### src/rtl/alu_muldiv_seq.sv
// rtl/alu_muldiv_seq.sv - iterative RV32M multiply/divide unit with valid/ready handshake
module alu_muldiv_seq #(
    parameter int XLEN = 32,
    localparam int CNT_W = $clog2(XLEN) + 1
) (
    input  logic            clk,
    input  logic            reset,
    input  logic            in_valid,
    output logic            in_ready,
    input  logic [2:0]      op,
    input  logic [XLEN-1:0] operand_a,
    input  logic [XLEN-1:0] operand_b,
    output logic            out_valid,
    input  logic            out_ready,
    output logic [XLEN-1:0] result,
    output logic            zero_flag,
    output logic            negative_flag,
    output logic            overflow_flag,
    output logic            div_by_zero_flag,
    output logic            busy
);
    localparam logic [2:0] OP_MUL = 3'b000, OP_MULH = 3'b001, OP_MULHSU = 3'b010,
                           OP_DIV = 3'b100, OP_REM = 3'b110;

    typedef enum logic [1:0] {IDLE, CALC, FIX, DONE} state_t;
    state_t state, state_nx;

    logic [2:0]        op_r;
    logic [XLEN-1:0]   b_mag;
    logic [2*XLEN-1:0] prod;
    logic [XLEN-1:0]   quot;
    logic [XLEN:0]     rem;
    logic [CNT_W-1:0]  cnt;
    logic              sign_diff, sign_a;

    // operand preparation at accept
    logic              accept, signed_a, signed_b, neg_a, neg_b, is_div, dbz, ovf;
    logic [XLEN-1:0]   mag_a, mag_b, fast_res;
    assign accept   = in_valid && in_ready;
    assign is_div   = op[2];
    assign signed_a = (op == OP_MULH) || (op == OP_MULHSU) || (op == OP_DIV) || (op == OP_REM);
    assign signed_b = (op == OP_MULH) || (op == OP_DIV) || (op == OP_REM);
    assign neg_a    = signed_a && operand_a[XLEN-1];
    assign neg_b    = signed_b && operand_b[XLEN-1];
    assign mag_a    = neg_a ? -operand_a : operand_a;
    assign mag_b    = neg_b ? -operand_b : operand_b;
    assign dbz      = is_div && (operand_b == '0);
    assign ovf      = ((op == OP_DIV) || (op == OP_REM)) &&
                      (operand_a == {1'b1, {(XLEN-1){1'b0}}}) && (operand_b == '1);
    // op[1] distinguishes REM/REMU from DIV/DIVU among divide ops
    assign fast_res = dbz ? (op[1] ? operand_a : '1) : (op[1] ? '0 : operand_a);

    // one iteration of shift-add multiply and restoring divide
    logic [XLEN:0]     mul_sum, shifted, diff;
    assign mul_sum = {1'b0, prod[2*XLEN-1:XLEN]} + {1'b0, b_mag};
    assign shifted = {rem[XLEN-1:0], quot[XLEN-1]};
    assign diff    = shifted - {1'b0, b_mag};

    // sign correction and result select during FIX
    logic [2*XLEN-1:0] prod_fix;
    logic [XLEN-1:0]   quot_fix, rem_fix, fix_res;
    always_comb begin
        prod_fix = sign_diff ? -prod : prod;
        quot_fix = sign_diff ? -quot : quot;
        rem_fix  = sign_a ? -rem[XLEN-1:0] : rem[XLEN-1:0];
        fix_res  = '0;
        case (op_r)
            OP_MUL:                fix_res = prod_fix[XLEN-1:0];
            3'b001, 3'b010, 3'b011: fix_res = prod_fix[2*XLEN-1:XLEN];
            3'b100, 3'b101:        fix_res = quot_fix;
            default:               fix_res = rem_fix;
        endcase
    end

    // state register
    always_ff @(posedge clk or posedge reset) begin
        if (reset) state <= IDLE;
        else       state <= state_nx;
    end

    // next-state logic
    always_comb begin
        state_nx = state;
        case (state)
            IDLE: if (accept) state_nx = (dbz || ovf) ? DONE : CALC;
            CALC: if (cnt == CNT_W'(XLEN-1)) state_nx = FIX;
            FIX:  state_nx = DONE;
            DONE: if (out_ready) state_nx = IDLE;
            default: state_nx = IDLE;
        endcase
    end

    // datapath, iteration counter and registered result/flags
    always_ff @(posedge clk or posedge reset) begin
        if (reset) begin
            op_r <= '0; b_mag <= '0; prod <= '0; quot <= '0; rem <= '0; cnt <= '0;
            sign_diff <= 1'b0; sign_a <= 1'b0;
            result <= '0; zero_flag <= 1'b0; negative_flag <= 1'b0;
            overflow_flag <= 1'b0; div_by_zero_flag <= 1'b0;
        end else begin
            case (state)
                IDLE: if (accept) begin
                    op_r      <= op;
                    b_mag     <= mag_b;
                    prod      <= {{XLEN{1'b0}}, mag_a};
                    quot      <= mag_a;
                    rem       <= '0;
                    cnt       <= '0;
                    sign_diff <= neg_a ^ neg_b;
                    sign_a    <= neg_a;
                    if (dbz || ovf) begin
                        result           <= fast_res;
                        zero_flag        <= (fast_res == '0);
                        negative_flag    <= fast_res[XLEN-1];
                        overflow_flag    <= ovf && !dbz;
                        div_by_zero_flag <= dbz;
                    end
                end
                CALC: begin
                    cnt <= cnt + 1'b1;
                    if (op_r[2]) begin
                        if (diff[XLEN]) begin
                            rem  <= shifted;
                            quot <= {quot[XLEN-2:0], 1'b0};
                        end else begin
                            rem  <= diff;
                            quot <= {quot[XLEN-2:0], 1'b1};
                        end
                    end else begin
                        prod <= prod[0] ? {mul_sum, prod[XLEN-1:1]} : {1'b0, prod[2*XLEN-1:1]};
                    end
                end
                FIX: begin
                    result           <= fix_res;
                    zero_flag        <= (fix_res == '0);
                    negative_flag    <= fix_res[XLEN-1];
                    overflow_flag    <= 1'b0;
                    div_by_zero_flag <= 1'b0;
                end
                DONE: if (out_ready) begin
                    result <= '0; zero_flag <= 1'b0; negative_flag <= 1'b0;
                    overflow_flag <= 1'b0; div_by_zero_flag <= 1'b0;
                end
                default: ;
            endcase
        end
    end

    assign in_ready  = (state == IDLE);
    assign out_valid = (state == DONE);
    assign busy      = (state != IDLE);
endmodule

### config.mk
export PLATFORM = sky130hd
export DESIGN_NAME = alu_muldiv_seq
export DESIGN_NICKNAME = d
export VERILOG_FILES = /design/src/rtl/alu_muldiv_seq.sv
export SDC_FILE = /design/constraint.sdc
export NUM_CORES = 1
export LEC_CHECK = 0
export ABC_AREA = 0
export CORE_ASPECT_RATIO = 2
export CORE_MARGIN = 2
export CORE_UTILIZATION = 62
export DETAILED_ROUTE_END_ITERATION = 6
export GPL_ROUTABILITY_DRIVEN = 0
export HOLD_SLACK_MARGIN = 0.05
export PLACE_DENSITY_LB_ADDON = 0.25
export RECOVER_POWER = 50
export REMOVE_ABC_BUFFERS = 1
export SLEW_MARGIN = 20
export SYNTH_ARGS = -nofsm -noshare
export SYNTH_HDL_FRONTEND = slang
export SYNTH_SLANG_ARGS = --single-unit
### constraint.sdc
create_clock -name clk -period 7.5 [get_ports clk]
set_clock_uncertainty 0.2 [all_clocks]
set_input_delay 1.125 -clock clk [delete_from_list [all_inputs] [get_ports clk]]
set_output_delay 1.125 -clock clk [all_outputs]
set_load 0.01 [all_outputs]
==> run summary, run 1 <==
Status -> finished, violations left
Failing checks -> design-rule violations, max-capacitance violations, max-slew violations
Final hold violations -> 0
Power density cells -> 500 nW/µm²
Distinct cells, synth -> 78
CP Class -> input pin to flip-flop
Initial DRC Count -> 1872
Final max-slew violation count -> 280
H-tree depth -> 1
Hold crit path type -> flip-flop to flip-flop
Dominant cell type by area after synthesis -> dfrtp_1
Critical path endpoint category -> flip-flop
Placeable Area -> 28600 µm²
Hold slack -> 0.279 ns
CTS tree -> built
Area contributors post-synth -> dfrtp_1 (29%), xnor2_1 (5.9%), o21ai_0 (5.7%), nand2_1 (5.6%), ha_1 (5.2%)
GRT Total Usage -> 38.0%
Fillers -> 2360
Post-synthesis mux area share -> 4.02%
Max Fclk -> 184 MHz
Worst-path clk slew -> 0.07 ns
First-pass GRT wire length -> 92.9 mm
Starting density of the core -> 62.7%
Commonest cells after routing, fill and taps aside -> nand2_1 (266), dfrtp_1 (207), o21ai_0 (205)
Clk sinks -> 208
Final #Nets -> 2417
Routed wire length -> 59.3 mm
Vias in the first global route -> 16975
Post-cts gate resize count -> 0
Synth top area share -> 29.0%
Fin crit share -> 72.3%
Leakage Power -> 8.46 nW
Detail Route Antenna Nets -> 0
#FFs+latches synth -> 208
RSZ-0062 raised after global routing -> false
Core utilization of the finished layout -> 69.1%
Main combinational cell family by area after synthesis -> compound AO/OA/AOI/OAI gates
Die H -> 245 µm
Mean Syn Cell Area -> 7.94 µm²
Mapped Cells -> 2259
Die area -> 30400 µm²
Pre-Repair DR Iteration Count -> 7
Area Overhead vs Synth -> 10.3%
Sum of negative setup slack -> 0 ns
Slew headroom -> -117%
DRC -> 1
Clock period minus worst slack -> 5.42 ns
Vias per cell -> 6.81
# port buffers -> 109
Worst-Skew Late Latency -> 0.54 ns
Via count -> 18014
DP HPWL -> 43.0 mm
Post-synthesis adder-cell area fraction -> 7.24%
Simple-Gate Fraction of Synth Area -> 20.9%
Max IR drop VDD -> 0.000527 V
CTS buffer count -> 22
Post-CTS setup-driven buffer insertion count -> 0
XOR/XNOR share of the synthesized area -> 9.76%
Worst Setup SP -> operand_a[7]
Worst-Margin Slew -> 3.24 ns
Async SR Flop Fraction -> 100%
Critical Path AT -> 5.71 ns
Worst setup SP type -> input pin
Yosys warns -> 0
Synth Flop Type -> dfrtp_1
Setup slack, reg-to-reg -> 2.27 ns
FF-to-FF Start -> prod[14]
Register-to-Register Path Depth -> 9
Leading cell type in the layout, fill and taps excluded -> nand2_1
RR Endpoint -> zero_flag
EDFF count, synth -> 0
Share of layout cells above drive strength 1 -> 4.81%
Std-Cell Rows -> 88
Final setup viols -> 0
Avg WL per Cell -> 22.4 µm
Max cap viols -> 3
Max Root-Sink Buffers -> 3
Cell area after synthesis -> 17900 µm²
Largest net degree at the start of global routing -> 147
Root Buffer -> clkbuf_16
Worst Path Max Fanout -> 66
IO Count -> 110
WP data required -> 7.79 ns
Die X -> 124 µm
CP endpoint -> zero_flag
Sequential fraction of the synthesis area -> 29.0%
Remaining global-route overflow -> 0
Initial antenna violation count -> 2
Compound-Gate Fraction of Synth Area -> 24.2%
Hold_buf cts -> 0
Total power -> 9.89 mW
==> critical path, stage by stage <==
cell,delay (ns)
clkdlybuf4s50_1,0.50
or4_1,0.61
nor4_2,0.55
nand4b_1,0.49
nor2_1,0.28
nor3_1,0.09
or4_2,0.64
buf_4,0.34
or4b_1,0.56
nor4_1,0.17
and4_1,0.22
a21o_1,0.11
==> area by class of cell <==
class	count	area [µm²]	share of cell area, %
flip-flops and latches	208	5210	26.3
clock inverters	10	87.6	0.443
repair buffers	132	1250	6.33
clock buffers	30	622	3.14
well taps	360	450	2.28
inverters	74	282	1.42
diodes	1	2.50	0.0126
multi-input cells	1831	11900	60.1
==> stage by stage <==
step	worst slack, ns	std cells	area, µm²
4_1_cts	2.18	2645	19800
5_1_grt	1.66	2646	19800
2_1_floorplan	0.494	2113	17300
3_5_place_dp	1.61	2605	19100
6_report	2.08	2646	19800
3_3_place_gp	1.71	2605	19100
==> power breakdown <==
group / internal, mW / total [mW] / switching (mW)
sequential: 1.58 / 2.43 / 0.849
clock: 0.619 / 1.11 / 0.493
combinational: 2.44 / 6.34 / 3.90
total: 4.64 / 9.89 / 5.25
==> worst min path at each step <==
stage                           from  slack (ns)  cells past startpoint          to
after detailed placement  result[27]        0.27                      2  result[27]
final                     result[27]        0.28                      2  result[27]
after global placement    result[25]        0.26                      2  result[25]
after CTS                 result[27]        0.28                      2  result[27]
after global routing      result[27]        0.32                      2  result[27]
after floorplan            b_mag[10]        0.28                      2   b_mag[10]
==> Yosys cell counts, types with 10 or more instances <==
cell and instances:
nor4_1 29, o41ai_1 17, a22oi_1 35, nor3_1 66, dfrtp_1 208, o21ai_0 205
a211oi_1 17, o31ai_1 94, a32oi_1 11, nand2_1 266, clkbuf_1 124, nand3_1 23
o22ai_1 15, maj3_1 32, xnor2_1 121, nand2b_1 19, a21o_1 36, o211ai_1 13
nor2b_1 16, ha_1 75, or3_1 29, inv_1 72, mux2i_1 62, and3_1 19
a31oi_1 16, nor2_1 205, xor2_1 79, or4_1 26, or2_2 13, nand4_1 24
o21bai_1 10, a21oi_1 120, buf_1 11
==> registers in the layout, summed over array words and instances (netlist names) <==
register and count:
sign_a 1, rem 32, overflow_flag 1, div_by_zero_flag 1, cnt 6, result 32, sign_diff 1, prod 64
op_r 3, b_mag 32, zero_flag 1, state 2, quot 32
==> layer usage <==
layer / routed length [µm] / vias to the layer above / track usage (%)
met2: 27200 / 1025 / 60.3
met4: 5260 / 2 / 28.3
met3: 4840 / 305 / 5.34
met1: 22000 / 8415 / 46.9
met5: 45 / - / 0
li1: - / 8267 / -
==> logic make-up after synthesis <==
group | Yosys count
flip-flops | 208
buffers and inverters | 220
multiplexers | 71
AND/OR/NAND/NOR | 781
AO/OA/AOI/OAI | 670
XOR/XNOR | 200
adder cells (fa/ha/maj) | 109
Power figures use the tool's default switching activity.
==> inputs of run 2 (changes only) <==
Clock period 7.5 ns to 5.5 ns, I/O delays scaled along.
==> run 2 against run 1 <==
The run ends with max-capacitance violations, max-slew violations left. First-iteration DRC count is 23% higher. Worst hold slack worse by 0.0049 ns. Flip-flop and latch count stayed put. Total power is 40% higher. Sequential share of layout area is 0.34 points lower. Critical path depth is 3 higher. Sequential power is 36% higher. Critical path type is now flip-flop to flip-flop.
==> run summary, run 2 (synthesis gave the netlist of run 1 again) <==
Placed Cells -> 2629 (was 2605)
Wire length on met2 -> 26.9 mm (was 27.2 mm)
Final hold violations -> 0 (unchanged)
Routed wire length -> 60.2 mm (was 59.3 mm)
Final setup viols -> 0 (unchanged)
Fillers -> 2325 (was 2360)
DP HPWL -> 43.9 mm (was 43.0 mm)
Setup WS pre-CTS -> 0.392 ns (was 1.61 ns)
Fin area -> 20100 µm² (was 19800 µm²)
CTS tree -> built (unchanged)
Final Non-Filler Cells -> 2668 (was 2646)
Crit path cell chain -> inv_1 -> ha_1 -> inv_1 -> fa_1 -> a21o_1 -> a22oi_1 -> a221oi_1 -> o31ai_1 -> a21oi_1 -> a21o_1 -> a211oi_1 -> xnor2_2 -> buf_4 -> nand2_1 -> a32o_1 (was clkdlybuf4s50_1 -> or4_1 -> nor4_2 -> nand4b_1 -> nor2_1 -> nor3_1 -> or4_2 -> buf_4 -> or4b_1 -> nor4_1 -> and4_1 -> a21o_1)
Vias in the first global route -> 17236 (was 16975)
Avg WL per Cell -> 22.6 µm (was 22.4 µm)
Die area -> 30400 µm² (unchanged)
RSZ-0062 raised after global routing -> false (unchanged)
Hold slack -> 0.274 ns (was 0.279 ns)
Via count -> 18183 (was 18014)
Critical Path AT -> 4.97 ns (was 5.71 ns)
H-tree depth -> 1 (unchanged)
Diode count -> 0 (was 1)
Detail Route Antenna Nets -> 0 (unchanged)
Post-cts gate resize count -> 0 (unchanged)
First-pass GRT wire length -> 95.1 mm (was 92.9 mm)
Most flops, register -> prod (unchanged)
Commonest cells after routing, fill and taps aside -> nand2_1 (265), dfrtp_1 (207), o21ai_0 (205) (was nand2_1 (266), dfrtp_1 (207), o21ai_0 (205))
Metal3 WL -> 5.32 mm (was 4.84 mm)
Hold crit path type -> flip-flop to flip-flop (unchanged)
Multi-input logic area -> 11900 µm² (unchanged)
Slowest cell on crit path -> buf_4 (was or4_2)
Root Buffer -> clkbuf_16 (unchanged)
Post-CTS setup-driven buffer insertion count -> 0 (unchanged)
Max Fclk -> 210 MHz
# port buffers -> 109 (unchanged)
CTS buffer count -> 22 (unchanged)
Status -> finished, violations left (unchanged)
Largest net degree at the start of global routing -> 114 (was 147)
Max IR drop VDD -> 0.000852 V (was 0.000527 V)
Placed Area -> 19300 µm² (was 19100 µm²)
Initial DRC Count -> 2305 (was 1872)
Final #Nets -> 2441 (was 2417)
Failing checks -> max-capacitance violations, max-slew violations (was design-rule violations, max-capacitance violations, max-slew violations)
WP data required -> 5.71 ns (was 7.79 ns)
Setup WS post-layout -> 0.746 ns (was 2.08 ns)
Clock period minus worst slack -> 4.75 ns
Power density cells -> 690 nW/µm² (was 500 nW/µm²)
Starting density of the core -> 62.7% (unchanged)
CP peak stage delay -> 0.50 ns (was 0.64 ns)
Leakage Power -> 8.56 nW (was 8.46 nW)
Die H -> 245 µm (unchanged)
Area Overhead vs Synth -> 11.8% (was 10.3%)
Final max-slew violation count -> 217 (was 280)
Max cap viols -> 4 (was 3)
GRT Total Usage -> 38.9% (was 38.0%)
Vias per cell -> 6.82 (was 6.81)
Pre-Repair DR Iteration Count -> 7 (unchanged)
CP Class -> flip-flop to flip-flop (was input pin to flip-flop)
Share of layout cells above drive strength 1 -> 5.85% (was 4.81%)
Top Metal Used -> met4 (was met5)
Fin crit share -> 86.4%
Hold_buf cts -> 0 (unchanged)
Placeable Area -> 28600 µm² (unchanged)
IO Count -> 110 (unchanged)
Sequential Area -> 5210 µm² (unchanged)
Slew headroom -> -64.3% (was -117%)
DRC -> 0 (was 1)
Worst setup SP type -> flip-flop (was input pin)
Leading cell type in the layout, fill and taps excluded -> nand2_1 (unchanged)
Worst-Margin Slew -> 2.46 ns (was 3.24 ns)
Worst Path Max Fanout -> 35 (was 66)
Critical path endpoint category -> flip-flop (unchanged)
Die X -> 124 µm (unchanged)
Std-Cell Rows -> 88 (unchanged)
Max Root-Sink Buffers -> 3 (unchanged)
Clk sinks -> 208 (unchanged)
Core utilization of the finished layout -> 70.0% (was 69.1%)
Worst-path clk slew -> 0.07 ns (about the same)
Initial antenna violation count -> 0 (was 2)
Remaining global-route overflow -> 0 (unchanged)
Max reg flops -> 64 (unchanged)
Worst-Skew Late Latency -> 0.54 ns (about the same)
Post-Route M1 WL -> 22.3 mm (was 22.0 mm)
==> run 2: critical path, delay by kind of cell, from the launching register on <==
kind,cells,cell delay [ns]
XOR/XNOR,1,0.16
adder cells (fa/ha/maj),2,0.61
AO/OA/AOI/OAI,8,2.38
buffers and inverters,3,0.74
flip-flops,1,0.36
AND/OR/NAND/NOR,1,0.14
==> run 2: worst paths after layout <==
path / from / endpoint / slack, ns / depth (start not counted)
worst max-delay path: quot[31] / rem[0] / 0.75 / 15
max in group asynchronous: reset / quot[2] / 1.08 / 3
worst min register to register: result[9] / result[9] / 0.27 / 2
min in group asynchronous: reset / prod[49] / 1.35 / 2
worst max register to register: quot[31] / rem[0] / 0.75 / 15
worst min-delay path: result[9] / result[9] / 0.27 / 2
==> run 2: cell type report <==
cell class / count / area share, %
Multi-Input combinational cell: 1831 / 59.3
Clock buffer: 29 / 3.18
Inverter: 74 / 1.40
Sequential cell: 208 / 26.0
Tap cell: 360 / 2.25
Clock inverter: 10 / 0.774
Timing Repair Buffer: 156 / 7.13
==> run 2: metal layers <==
layer  global-route usage [%]  vias up
met5                        0        -
met4                     29.0        0
li1                         -     8297
met2                     60.5     1068
met3                     6.65      327
met1                     48.3     8491
==> run 2: through the flow <==
step           setup TNS [ns]  power, mW
6_report                    0       13.8
3_5_place_dp                0       11.8
2_1_floorplan         -252.96       9.03
5_1_grt                     0       14.7
4_1_cts                     0       13.5
3_3_place_gp                0       11.6
==> run 2: power breakdown <==
part           switching (mW)  total (mW)  internal, mW
registers                1.15        3.31          2.16
logic                    5.45        8.86          3.41
clock network           0.676        1.68          1.00
total                    7.27        13.8          6.57
